### src/rtl/leitor_display.sv
// Readback monitor for a multiplexed, active-low 7-segment bus.
// Debounces each digit, decodes it back to hex and reports frame completion and faults.
module leitor_display #(
  parameter int DIGITS        = 8,
  parameter int STABLE_CYCLES = 4
) (
  input  logic                  clock,
  input  logic                  reset,
  input  logic [6:0]            segmentos,
  input  logic [DIGITS-1:0]     anodos,
  output logic [4*DIGITS-1:0]   valor,
  output logic [DIGITS-1:0]     digito_ok,
  output logic                  quadro_valido,
  output logic                  quadro_fim,
  output logic                  erro
);

  localparam int BUS_W = DIGITS + 7;
  localparam int CNT_W = 8;
  localparam logic [CNT_W-1:0] CNT_MAX = CNT_W'(STABLE_CYCLES - 1);

  function automatic logic [CNT_W-1:0] inc_sat(input logic [CNT_W-1:0] c);
    return (c >= CNT_MAX) ? CNT_MAX : c + CNT_W'(1);
  endfunction

  // Argument is the lit-segment pattern (a..g, 1 = on); result is {legal, nibble}.
  function automatic logic [4:0] decode_seg(input logic [6:0] acesos);
    case (acesos)
      7'h7E:   return 5'h10;
      7'h30:   return 5'h11;
      7'h6D:   return 5'h12;
      7'h79:   return 5'h13;
      7'h33:   return 5'h14;
      7'h5B:   return 5'h15;
      7'h5F:   return 5'h16;
      7'h70:   return 5'h17;
      7'h7F:   return 5'h18;
      7'h73:   return 5'h19;
      7'h77:   return 5'h1A;
      7'h1F:   return 5'h1B;
      7'h4E:   return 5'h1C;
      7'h3D:   return 5'h1D;
      7'h4F:   return 5'h1E;
      7'h47:   return 5'h1F;
      default: return 5'h00;
    endcase
  endfunction

  logic [BUS_W-1:0]    barramento;
  logic [BUS_W-1:0]    amostra_p0;
  logic [CNT_W-1:0]    cont_p0;
  logic                capturado_p0;
  logic                mudou;
  logic                vld_p0;

  logic [DIGITS-1:0]   an_baixo;
  logic [6:0]          seg_acesos;
  logic [4:0]          decodificado;
  logic                legal;
  logic                branco;
  logic                ocioso;
  logic                multiplo;

  logic [DIGITS-1:0]   visto;
  logic [DIGITS-1:0]   visto_n;
  logic [4*DIGITS-1:0] valor_n;
  logic [DIGITS-1:0]   ok_n;
  logic                erro_n;
  logic                fim_n;
  logic                valido_n;

  assign barramento = {anodos, segmentos};
  assign mudou      = (barramento != amostra_p0);
  // One capture per stable period: the bus must still match on the edge the counter is saturated.
  assign vld_p0     = !mudou && (cont_p0 == CNT_MAX) && !capturado_p0;

  assign an_baixo     = ~amostra_p0[BUS_W-1:7];
  assign seg_acesos   = ~amostra_p0[6:0];
  assign decodificado = decode_seg(seg_acesos);
  assign legal        = decodificado[4];
  assign branco       = (seg_acesos == 7'h00);
  assign ocioso       = (an_baixo == '0);
  assign multiplo     = ((an_baixo & (an_baixo - DIGITS'(1))) != '0);

  // Stage p0 -> outputs: capture qualification, digit update and frame bookkeeping
  always_comb begin
    valor_n  = valor;
    ok_n     = digito_ok;
    visto_n  = visto;
    erro_n   = erro;
    fim_n    = 1'b0;
    valido_n = 1'b0;
    if (vld_p0 && !ocioso) begin
      if (multiplo) begin
        erro_n = 1'b1;
      end else begin
        for (int d = 0; d < DIGITS; d++) begin
          if (an_baixo[d]) begin
            ok_n[d] = legal;
            if (legal)
              valor_n[4*d +: 4] = decodificado[3:0];
          end
        end
        if (!legal && !branco)
          erro_n = 1'b1;
        visto_n = visto | an_baixo;
        if (&visto_n) begin
          fim_n    = 1'b1;
          valido_n = &ok_n;
          visto_n  = '0;
        end
      end
    end
  end

  always_ff @(posedge clock) begin
    if (reset) begin
      amostra_p0    <= '1;
      cont_p0       <= '0;
      capturado_p0  <= 1'b0;
      visto         <= '0;
      valor         <= '0;
      digito_ok     <= '0;
      erro          <= 1'b0;
      quadro_fim    <= 1'b0;
      quadro_valido <= 1'b0;
    end else begin
      amostra_p0    <= barramento;
      cont_p0       <= mudou ? '0 : inc_sat(cont_p0);
      capturado_p0  <= !mudou && (capturado_p0 || vld_p0);
      visto         <= visto_n;
      valor         <= valor_n;
      digito_ok     <= ok_n;
      erro          <= erro_n;
      quadro_fim    <= fim_n;
      quadro_valido <= valido_n;
    end
  end

endmodule

### config.mk
export PLATFORM = sky130hd
export DESIGN_NAME = leitor_display
export DESIGN_NICKNAME = d
export VERILOG_FILES = /design/src/rtl/leitor_display.sv
export SDC_FILE = /design/constraint.sdc
export NUM_CORES = 1
export LEC_CHECK = 0
export CAP_MARGIN = 25
export CORE_MARGIN = 2
export CORE_UTILIZATION = 47
export DETAILED_ROUTE_END_ITERATION = 8
export PLACE_DENSITY = 0.75
export SYNTH_ARGS = -nofsm -noshare
export SYNTH_HDL_FRONTEND = slang
export SYNTH_SLANG_ARGS = --single-unit
### constraint.sdc
create_clock -name clock -period 2.2 [get_ports clock]
set_clock_uncertainty 0.2 [all_clocks]
set_input_delay 0.44 -clock clock [delete_from_list [all_inputs] [get_ports clock]]
set_output_delay 0.44 -clock clock [all_outputs]
set_load 0.05 [all_outputs]
==> summary.txt <==
Slowest-stage cell, CP -> clkdlybuf4s50_1
Register area share after synthesis -> 0.439
Vias in the first global route -> 3427
M3 GR Usage -> 0.0582
Insertion delay to the later sink of the worst-skew pair -> 0.37 ns
Nets -> 529
Peak VDD IR -> 343 uV
Post-synth EDFFs -> 0
H-tree Lvls -> 3
Slew at the pin with the worst max-slew slack -> 0.743 ns
Core area -> 7140 um^2
Inserted Diodes -> 0
Final ANT Viol Nets -> 0
Pre-CTS setup slack -> -0.668 ns
Period utilization -> 1.13
Initial antenna violation count -> 0
RSZ-0062 raised after global routing -> yes
Syn. warnings -> 0
Hold Path Class -> in2reg
Final hold vios -> 0
Worst Path Arrival -> 2.56 ns
Pwr dens -> 497 nW/um^2
Met2 Use GR -> 0.465
CP peak stage delay -> 0.44 ns
GR Overflow Total -> 0
Synth unique cells -> 61
Largest area contributor in the netlist -> dfxtp_1
Async set or reset register ratio after synthesis -> 0
Routed wire length per instance -> 20.5 um
Area contributors post-synth -> dfxtp_1 44%, mux2i_1 7.0%, xnor2_1 3.8%, nand2_1 3.3%, or2_2 2.9%
Synth Flop Type -> dfxtp_1
Avg Cell Area, Syn -> 9.25 um^2
Most used routing layer in global routing -> met2
First-pass DRT Iterations -> 5
CP endpoint kind -> flop
Clock Tree Buf Depth -> 2
Setup ws final -> -0.291 ns
Initial Util -> 0.480
Inst Count DP -> 568
Vias per inst -> 5.89
First-pass GRT wire length -> 17.3 mm
HPWL after DPL -> 6.64 mm
Leak -> 2.46 nW
P&R area growth vs syn -> 63.3%
Cell Chain, Critical Path -> clkdlybuf4s50_1 -> xnor2_1 -> nand4_1 -> nor4_4 -> buf_4 -> nand4_4 -> o21a_1 -> o21a_1
Min Clock Period, post-route -> 2.49 ns
Crit-path max FO -> 8
Gpl congestion -> 0.892
Status -> finished, violations left
Relative slew slack -> 0.501
IO Count -> 60
Fmax -> 0.401 GHz
Pin count of the biggest net entering global routing -> 32
Req. time, crit path -> 2.27 ns
Met1 global-route usage -> 0.365
GRT Overall Usage -> 0.287
Clk slew on worst S/H paths -> 0.09 ns
Num CTS Buffers -> 9
Cell mode on critical path -> o21a_1
I/O Buffers -> 59
Crit Path Class -> in2reg
Vias -> 3624
Post-Syn Area -> 3420 um^2
Failing checks -> negative setup slack
Die width -> 89.3 um
Synth top area share -> 0.439
Layout cell share with drive strength beyond 1 -> 0.413
Drt total wl -> 12.6 mm
Die height -> 89.3 um
Worst Setup Start Kind -> input pin
Drt initial violations -> 419
Final count of pins violating max slew -> 0
Fin cells -> 615
Rows -> 31
Max-cap violations -> 0
CTS Sinks -> 75
Die ar. -> 7980 um^2
#FFs+latches synth -> 75
Post-route DRC -> 0
CTS Root Buffer Type -> clkbuf_8
CTS tree -> done
# setup viols final -> 53
Gate Count Post-Synth -> 370
## power breakdown
part,switching (W),internal (W),total (W),leakage [nW]
logic,0.000194,0.000169,0.000363,1.75
clock network,0.000580,0.000430,0.00101,0.0936
registers,0.0000302,0.00138,0.00141,0.610
## registers in the layout, indices dropped and copies added, names as in the netlist
register       flops
valor             32
amostra_p0        15
cont_p0            8
digito_ok          8
visto              8
capturado_p0       1
erro               1
quadro_fim         1
quadro_valido      1
## cells in the final DEF, fill, tap and decap left out, drive strengths merged, types with 2 or more instances in the layout
cell type / n
buf: 94
dfxtp: 75
nand2: 30
mux2i: 24
clkdlybuf4s50: 23
nor3: 21
dlymetal6s2s: 20
nor2: 18
or2: 16
dlygate4sd2: 16
o21ai: 16
inv: 15
xnor2: 15
nand3: 13
a21oi: 13
nor4: 10
o21a: 9
clkbuf: 9
nand4: 7
a31oi: 7
conb: 6
o22ai: 5
nand2b: 3
a211oi: 3
or3: 3
clkinv: 3
xor2: 2
nor3b: 2
or4: 2
maj3: 2
and3: 2
and4: 2
o22a: 2
o221ai: 2
o31ai: 2
nor2b: 2
a21boi: 2
## cell usage after synthesis, types with 3 or more instances
cell type   n
nor3_2      6
o21a_1      9
mux2i_1    24
nor2_1     18
xnor2_1    15
clkbuf_1    9
nor3_4      3
o21ai_1     3
nor3_1     12
nand4_1     6
inv_1      12
nand3_1    12
nand2b_1    3
or2_2      16
o21ai_0    13
dfxtp_1    75
a31oi_1     7
nor4_1      9
buf_2      16
nand2_1    30
a21oi_1    13
or3_1       3
o22ai_1     5
## kinds of logic (layout without fill, tap and decap cells)
kind of cell    after synthesis  count (layout)  share of synthesized area
simple gates                137             137                      0.236
flops                        75              75                      0.439
buf+inv                      40             181                     0.0541
mux                          24              24                     0.0702
compound gates               73              73                      0.147
xor+xnor                     17              17                     0.0435
fa+ha+maj                     3               3                    0.00950
other cells                   1               6                    0.00110
## final cells by class
class                      instances  area, um^2
fill                             428        1550
clock buffer                       9         124
multi-input combinational        260        2230
tap                               99         124
clock inverter                     7        61.3
sequential                        75        1530
timing repair buffer             153        1480
inverter                          12        45.0
## timing repair
action | in CTS | in global routing
endpoints found under the hold margin | 0 | 0
gates resized for setup | 89 | 77
pin swaps | 24 | 23
endpoints found under the setup margin | 51 | 68
hold buffers | 0 | 0
buffers inserted | 23 | 8
cloned | 2 | 0
## critical path, delay by kind of cell
kind            cells  cell delay [ns]
simple gates        3             0.68
compound gates      2             0.54
buf+inv             2             0.64
xor+xnor            1             0.24
## layer usage
layer / wire length [um] / part of all wire
met1: 5070 / 0.40
met2: 6120 / 0.49
met3: 911 / 0.072
met4: 511 / 0.041
met5: 0 / 0
## metrics by stage
step | setup TNS [ns] | hold slack (ns) | area [um^2] | utilization | total power [W]
after floorplan | -0.144 | 0.223 | 3490 | - | 0.00158
after global placement | -24.46 | 0.234 | 4560 | 0.639 | 0.00171
after detailed placement | -27.53 | 0.247 | 4560 | 0.639 | 0.00171
after CTS | -4.84 | 0.230 | 5210 | 0.730 | 0.00273
after global routing | -14.64 | 0.141 | 5590 | 0.783 | 0.00287
final | -10.30 | 0.150 | 5590 | 0.783 | 0.00278
## worst paths after layout
| path | startpoint | endpoint | slack (ns) | cells past startpoint |
|---|---|---|---|---|
| max | anodos[4] | visto[5] | -0.29 | 8 |
| min | segmentos[1] | amostra_p0[1] | 0.15 | 2 |
| max reg2reg | amostra_p0[11] | visto[5] | -0.24 | 8 |
| min reg2reg | cont_p0[0] | cont_p0[0] | 0.26 | 1 |
Power figures use the tool's default switching activity.
